<file path="config.mk">
export PLATFORM = sky130hd
export DESIGN_NAME = fifo_wr_arb
export DESIGN_NICKNAME = d
export VERILOG_FILES = /design/src/rtl/fifo_arb_pkg.sv /design/src/rtl/fifo_wr_arb_rr_sel.sv /design/src/rtl/fifo_wr_arb.sv
export SDC_FILE = /design/constraint.sdc
export NUM_CORES = 1
export LEC_CHECK = 0
export CELL_PAD_IN_SITES_DETAIL_PLACEMENT = 0
export CELL_PAD_IN_SITES_GLOBAL_PLACEMENT = 2
export CORE_MARGIN = 5
export CORE_UTILIZATION = 21
export DETAILED_ROUTE_END_ITERATION = 16
export PLACE_DENSITY_LB_ADDON = 0.1
export SLEW_MARGIN = 20
export SYNTH_ARGS = -nofsm -noshare
export SYNTH_HDL_FRONTEND = slang
export SYNTH_HIERARCHICAL = 1
export SYNTH_SLANG_ARGS = --single-unit
</file>
<file path="constraint.sdc">
create_clock -name clk -period 4.5 [get_ports clk]
set_input_delay 0.9 -clock clk [delete_from_list [all_inputs] [get_ports clk]]
set_output_delay 0.9 -clock clk [all_outputs]
set_load 0.005 [all_outputs]
</file>
<file path="src/rtl/fifo_arb_pkg.sv">
// Shared types and helpers for the round-robin fifo write arbiter.
`timescale 1ns/1ps
package fifo_arb_pkg;

  typedef enum logic [0:0] {
    ST_IDLE  = 1'b0,
    ST_BURST = 1'b1
  } state_e;

  localparam int N_REQ_DEF = 4;
  localparam int DEPTH_DEF = 64;
  localparam int GNT_W     = $clog2(N_REQ_DEF);
  localparam int OCC_W     = $clog2(DEPTH_DEF) + 1;
  localparam int RR_MAX    = 8;

  // First valid index after last_ptr, wrapping modulo n; 0 when nothing is valid.
  function automatic int rr_pick(input logic [RR_MAX-1:0] valid,
                                 input int last_ptr,
                                 input int n);
    int   pick;
    int   idx;
    logic found;
    pick  = 0;
    found = 1'b0;
    for (int k = 1; k <= RR_MAX; k++) begin
      idx = (last_ptr + k) % n;
      if (k <= n && !found && valid[idx[2:0]]) begin
        pick  = idx;
        found = 1'b1;
      end
    end
    return pick;
  endfunction

endpackage

</file>
<file path="src/rtl/fifo_wr_arb_rr_sel.sv">
// Combinational round-robin priority picker over N_REQ valid lines.
`timescale 1ns/1ps
module rr_sel
  import fifo_arb_pkg::*;
#(
  parameter int N_REQ = 4
) (
  input  logic [N_REQ-1:0]         valid,
  input  logic [$clog2(N_REQ)-1:0] last_ptr,
  output logic [$clog2(N_REQ)-1:0] pick,
  output logic                     any
);

  localparam int GW = $clog2(N_REQ);

  assign pick = GW'(rr_pick(RR_MAX'(valid), int'(last_ptr), N_REQ));
  assign any  = |valid;

endmodule

</file>
<file path="src/rtl/fifo_wr_arb.sv">
// Round-robin arbiter sharing one fifo write port among N_REQ bursting producers;
// it tracks fifo occupancy itself so a full fifo is never written.
`timescale 1ns/1ps
module fifo_wr_arb
  import fifo_arb_pkg::*;
#(
  parameter int N_REQ     = N_REQ_DEF,
  parameter int DATA_W    = 32,
  parameter int DEPTH     = DEPTH_DEF,
  parameter int BURST_MAX = 8,
  parameter int TMO       = 16
) (
  input  logic                       clk,
  input  logic                       rst,
  input  logic [N_REQ-1:0]           req_valid,
  input  logic [N_REQ-1:0]           req_last,
  input  logic [N_REQ*DATA_W-1:0]    req_data,
  output logic [N_REQ-1:0]           req_ready,
  output logic                       fifo_we,
  output logic [DATA_W-1:0]          fifo_wd,
  output logic [1:0]                 fifo_lvl,
  input  logic                       fifo_re,
  input  logic                       fifo_full,
  output logic [$clog2(N_REQ)-1:0]   grant,
  output logic                       busy,
  output logic [$clog2(DEPTH):0]     occ
);

  localparam int GW = $clog2(N_REQ);
  localparam int OW = $clog2(DEPTH) + 1;

  localparam logic [0:0] IDLE  = ST_IDLE;
  localparam logic [0:0] BURST = ST_BURST;

  logic [0:0]        state;
  logic [GW-1:0]     last_ptr;
  logic [7:0]        beat_cnt;
  logic [7:0]        tmo_cnt;
  logic [GW-1:0]     pick;
  logic              pick_any;
  logic              space;
  logic              sel_valid;
  logic              sel_last;
  logic [DATA_W-1:0] sel_data;
  logic              burst_end;
  logic              stall_idle;

  rr_sel #(
    .N_REQ(N_REQ)
  ) u_rr_sel (
    .valid    (req_valid),
    .last_ptr (last_ptr),
    .pick     (pick),
    .any      (pick_any)
  );

  always_comb begin
    sel_valid = 1'b0;
    sel_last  = 1'b0;
    sel_data  = '0;
    for (int i = 0; i < N_REQ; i++) begin
      if (GW'(i) == grant) begin
        sel_valid = req_valid[i];
        sel_last  = req_last[i];
        sel_data  = req_data[i*DATA_W +: DATA_W];
      end
    end
  end

  assign busy     = (state == BURST);
  assign space    = (occ < OW'(DEPTH)) && !fifo_full;
  assign fifo_we  = busy && space && sel_valid;
  assign fifo_wd  = busy ? sel_data : '0;
  assign fifo_lvl = 2'b11;

  // Only the grantee sees ready, and only while the fifo has room this cycle.
  always_comb begin
    req_ready = '0;
    for (int i = 0; i < N_REQ; i++) begin
      if (busy && space && GW'(i) == grant) req_ready[i] = 1'b1;
    end
  end

  assign burst_end  = fifo_we && (sel_last || beat_cnt == 8'(BURST_MAX - 1));
  assign stall_idle = busy && space && !sel_valid;

  always_ff @(posedge clk or posedge rst) begin
    if (rst) begin
      state    <= IDLE;
      grant    <= '0;
      last_ptr <= GW'(N_REQ - 1);
      beat_cnt <= '0;
      tmo_cnt  <= '0;
    end else begin
      case (state)
        IDLE: begin
          if (pick_any) begin
            grant    <= pick;
            state    <= BURST;
            beat_cnt <= '0;
            tmo_cnt  <= '0;
          end
        end
        BURST: begin
          if (fifo_we) begin
            beat_cnt <= beat_cnt + 8'd1;
            tmo_cnt  <= '0;
            if (burst_end) begin
              state    <= IDLE;
              last_ptr <= grant;
            end
          end else if (stall_idle) begin
            // A fifo-side stall (no space) never ages the grant.
            if (tmo_cnt == 8'(TMO - 1)) begin
              state    <= IDLE;
              last_ptr <= grant;
            end else begin
              tmo_cnt <= tmo_cnt + 8'd1;
            end
          end
        end
        default: state <= IDLE;
      endcase
    end
  end

  always_ff @(posedge clk or posedge rst) begin
    if (rst) begin
      occ <= '0;
    end else if (fifo_we && !fifo_re) begin
      occ <= occ + OW'(1);
    end else if (fifo_re && !fifo_we && occ != '0) begin
      occ <= occ - OW'(1);
    end
  end

endmodule
</file>
# == After elaboration in Yosys (flattened, before gate mapping) ==
# Cells that the tools add are included.
# totals
wordCells,122
input_bits,140
out_inout_bits,49
reg_bits,28
# op_classes
order_cmp,5
addsub,8
n_bitwise,5
reduce_logical,37
n_eq_ne,10
n_mux,51
# op_table
op,n
$mux W32,5
$mux W8,5
$pmux W8 S2,2
$mux W1,24
$add A8 B1 Y8 const B,2
$lt A3 B4 Y1 const B,4
$mux W2,8
$logic_and A1 B1 Y1,15
$mux W7,2
$bmux W1 S3,4
$eq A8 B3 Y1 const B,1
$eq A8 B4 Y1 const B,1
$reduce_or A2 Y1,4
$add A7 B1 Y7 const B,1
$logic_not A1 Y1,7
$lt A7 B7 Y1 const B,1
$reduce_bool A7 Y1,1
$sub A7 B1 Y7 const B,1
$reduce_bool A2 Y1,3
$add A2 B1 Y2 const B,2
$add A2 B2 Y2 const B,2
$and A1 B1 Y1 const A,4
$eq A2 B2 Y1 const A,2
$ne A2 B2 Y1 const B,2
other kinds (12),13

# == Depth between registers and ports, before layout ==
# depth
word_depth,15
ltp_mapped,11
mapped_depth_nobuf,10

# == Cells and area by module ==
# Netlist, hierarchy kept.
# modules_own_cells
module,area_each_um2,cells_per_inst,seq_area_each_um2,n_inst
fifo_wr_arb,2651.3,240,703.2,1
rr_sel,81.3,14,0.0,1

# == Least setup slack after synthesis ==
# OpenSTA, ideal clock, no wires.
# synth_path
path_type,input port to flip-flop
start,input port req_valid[3]
end,register occ[6]
required_ns,4.421
setup_ns,0.079
path_slack_ns,1.492
arrival_ns,2.929
cell_stages,10
path_buffers,0
path_cell_list,mux4_2 > nand2_4 > inv_2 > nand2b_2 > ha_1 > a211oi_1 > o21bai_1 > a21oi_1 > mux2i_1 > xor2_1
# synth_between
elab_chain_cells,6
word_cells_on_any_way,8
classes_between,2 x mux; 6 x reduce/logical
# synth_lines
element,line,text
"start, declared",fifo_wr_arb.sv:15,"input logic [N_REQ-1:0] req_valid,"
$mux W1 *,fifo_wr_arb.sv:62,if (GW'(i) == grant) begin
$logic_and A1 B1 Y1 *,fifo_wr_arb.sv:72,assign fifo_we = busy && space && sel_valid;
net fifo_we,fifo_wr_arb.sv:19,"output logic fifo_we,"
$logic_not A1 Y1,fifo_wr_arb.sv:132,end else if (fifo_re && !fifo_we && occ != '0) begin
$logic_and A1 B1 Y1 (2 in series),fifo_wr_arb.sv:132,
$reduce_bool A2 Y1 (no line),--,
"end signal, assigned",fifo_wr_arb.sv:131,occ <= occ + OW'(1);
"end signal, assigned",fifo_wr_arb.sv:133,occ <= occ - OW'(1);
"end, declared",fifo_wr_arb.sv:26,output logic [$clog2(DEPTH):0] occ
# Mark *: on every way through the listed nets, which the timed path passes. The rest lies on a longest branch.
# A chain may end at the register's enable or synchronous reset.

# == Worst setup path after layout ==
# layout_path
start,input port req_valid[3]
end,output port fifo_we
# layout_between
elab_chain_cells,2
# layout_lines
element,line
$mux W1,fifo_wr_arb.sv:62
$logic_and A1 B1 Y1,fifo_wr_arb.sv:72
"end, declared",fifo_wr_arb.sv:19
# Every way passes these cells.

==> flow_metrics.tcl <==
set metrics [dict create \
    crit_required_ps 3600 \
    fillers 1261 \
    worstSetupStartpoint "req_valid[3]" \
    htreeDepth 1 \
    p_leak_nw 1.837 \
    status "complete, no violations" \
    yosysUniqueCellTypes 48 \
    postSynthCellCount 254 \
    grt_pass1_wl_mm 17.77 \
    tightest_slew_ps 654.7 \
    nNetsFinal 582 \
    initialDrtViolationCount 90 \
    synth-edff-count 0 \
    fmaxAchievable_mhz 276.1 \
    setup.worst_path.class "primary input to output pin" \
    layout-drive-gt1-share_pct 14.78 \
    drt-total-wl_mm 12.10 \
    syn_to_final_growth_pct 78.25 \
    setup_tns_ps 0 \
    port_buffers 186 \
    clkPwrFrac_pct 10.5 \
    end_kind "output pin" \
    worstPathMaxFanout 9 \
    ys_seq_elements 28 \
    hp-class "flop to flop" \
    fin_cells 606 \
    die_area_um2 15390 \
    ctsResizeCount 0 \
    antenna_found_initial 1 \
    period_needed_ps 3621 \
    r2r_start "grant[0]" \
    yosysSeqAreaShare_pct 25.73 \
    switching_share_pct 35.05 \
    clock_latency_ps 260 \
    root_buffer "clkbuf_16" \
    path_clk_slew_ps 70 \
    maxCapViolCount 0 \
    cts_hold_repair.buffers 0 \
    finClkSkew_ps 5.560 \
    grt_max_degree 37 \
    rsz0062_at_grt "no" \
    hp-start "tmo_cnt[1]" \
    route.detailed.drc 0 \
    dp_hpwl_mm 9.974 \
    synth_area_um2 2733 \
    p_int_w 0.001641 \
    globalplace.congestion 0.7759 \
    dieHeight_um 124.1 \
    grt_overflow 0 \
    vias_per_cell 4.437 \
    cp.arrival_ps 2720 \
    cts_buffer_depth 2 \
    cts_buffers 3 \
    power.density_nw_per_um2 518.8 \
    fp.dieW_um 124.1 \
    period_share_pct 80.47 \
    cts.sinks 28 \
    vias 2689 \
    ys.flop_type "dfrtp_1" \
    dr.pass1.iters 4 \
    wl_per_cell_um 19.96 \
    maxSlewViolCount 0 \
    io_pins 189 \
    num_rows 41 \
    yosysWarnings 6 \
    antenna_left 0 \
    post-cts-setup-buffer-count 0 \
    switchingPower_w 0.0008857 \
    relSlewSlack_pct 56.26 \
    ys_async_sr_fraction_pct 100.0 \
    cts_tree "yes" \
    hold_viol 0 \
    place_inst 601 \
    p_comb_share_pct 69.7 \
    start_util_pct 21.57 \
    synth_area_per_cell_um2 10.76 \
    seq_power_share_pct 19.8 \
    ir_drop_v 0.0002590 \
    coreArea_um2 12670 \
    critPathLaunchType "primary input" \
    power.total_w 0.002527 \
    grt_pass1_vias 2859 \
    setup_viol 0 \
    track_usage_pct 15.49 \
]
[routing by layer]
| metal | GRT usage (%) | vias up | part of all wire, % |
|---|---|---|---|
| met4 | 2.464 | 0 | 0.93 |
| met5 | 0 | - | 0 |
| met1 | 17.24 | 1317 | 39 |
| li1 | - | 1285 | - |
| met3 | 2.271 | 6 | 5.2 |
| met2 | 31.15 | 81 | 55 |
[critical path: stages]
cell and delay [ps]:
clkdlybuf4s50_1 500, mux4_2 600, nand2_4 170, inv_2 90
clkdlybuf4s50_1 450
[layout by cell type (no fill, tap or decap), types with 3 or more instances in the layout]
| master | count |
|---|---|
| xor2_1 | 7 |
| o21ai_0 | 3 |
| and2_1 | 32 |
| nor2_1 | 24 |
| dfrtp_1 | 24 |
| clkbuf_16 | 3 |
| nand4_1 | 3 |
| nand2_1 | 22 |
| nor2b_1 | 3 |
| nand3_1 | 7 |
| buf_4 | 5 |
| ha_1 | 7 |
| a211oi_1 | 4 |
| clkdlybuf4s50_1 | 186 |
| nor3_1 | 5 |
| xnor2_1 | 11 |
| inv_1 | 4 |
| mux4_2 | 34 |
| a21oi_1 | 9 |
| mux2_4 | 5 |
[power by group through the flow]
| stage | clock network (W) | registers, W | logic (W) |
|---|---|---|---|
| 6_report | 0.000266 | 0.000500 | 0.00176 |
| 5_1_grt | 0.000285 | 0.000526 | 0.00192 |
| 4_1_cts | 0.000274 | 0.000506 | 0.00180 |
| 3_5_place_dp | 0 | 0.000510 | 0.00179 |
| 3_3_place_gp | 0 | 0.000510 | 0.00180 |
| 2_1_floorplan | 0 | 0.000421 | 0.00105 |
[worst paths after layout]
path                          endpoint  slack [ps]  cells past startpoint
max                            fifo_we         880                      5
min                         tmo_cnt[1]         540                      2
max reg2reg                     occ[6]        1360                     10
min reg2reg                 tmo_cnt[1]         540                      2
max in group asynchronous  last_ptr[1]        3180                      3
min in group asynchronous   tmo_cnt[5]        1000                      3
[synthesized netlist by cell type, types with 3 or more instances]
library cell  number  share of area, %
o21ai_0            3              0.55
a211oi_1           4               1.1
mux2_4             5               2.7
inv_1              4              0.55
nand4_1            3              0.69
mux4_2            34                28
dfrtp_1           26                24
clkbuf_1           9               1.2
a21oi_1            9               1.6
xnor2_1           11               3.5
and2_1            32               7.3
nand3_1            7               1.3
nor2_1            24               3.3
nor3_1             5              0.92
buf_2              3              0.55
xor2_1             7               2.2
nor2b_1            3              0.69
ha_1               7               3.2
nand2_1           22               3.0
[cell families after synthesis]
group	share of synthesized area [%]
xor gates and xnor gates	5.769
other	0.1372
adders and majority gates	3.938
and+or+nand+nor	22.16
DFF	25.73
AOI/OAI and AO/OA	5.953
muxes	32.33
buffers and inverters	3.983
[stage by stage]
step	area (um2)	worst slack [ps]	hold WS [ps]	utilization, %
final	4871	878.7	541.8	38.44
after CTS	4868	880.8	551.2	38.42
after global placement	4763	764.2	522.3	37.59
after floorplan	2736	1492	495.1	-
after global routing	4871	817.1	581.4	38.44
after detailed placement	4763	732.0	536.2	37.59
[layout make-up]
| class | count | area, um2 | area share (%) |
|---|---|---|---|
| clock inverter | 1 | 30.03 | 0.6165 |
| sequential | 28 | 705.7 | 14.49 |
| inverter | 5 | 18.77 | 0.3853 |
| antenna | 1 | 2.502 | 0.05137 |
| multi-input combinational | 205 | 1924 | 39.51 |
| clock buffer | 3 | 75.07 | 1.541 |
| timing repair buffer | 191 | 1899 | 38.99 |
| tap | 172 | 215.2 | 4.418 |
[sequential cells by signal (all words and copies together) (netlist names)]
register  flops
beat_cnt      8
last_ptr      2
grant         2
tmo_cnt       8
busy          1
occ           7
Note: power is estimated with default switching activity, not from simulation.
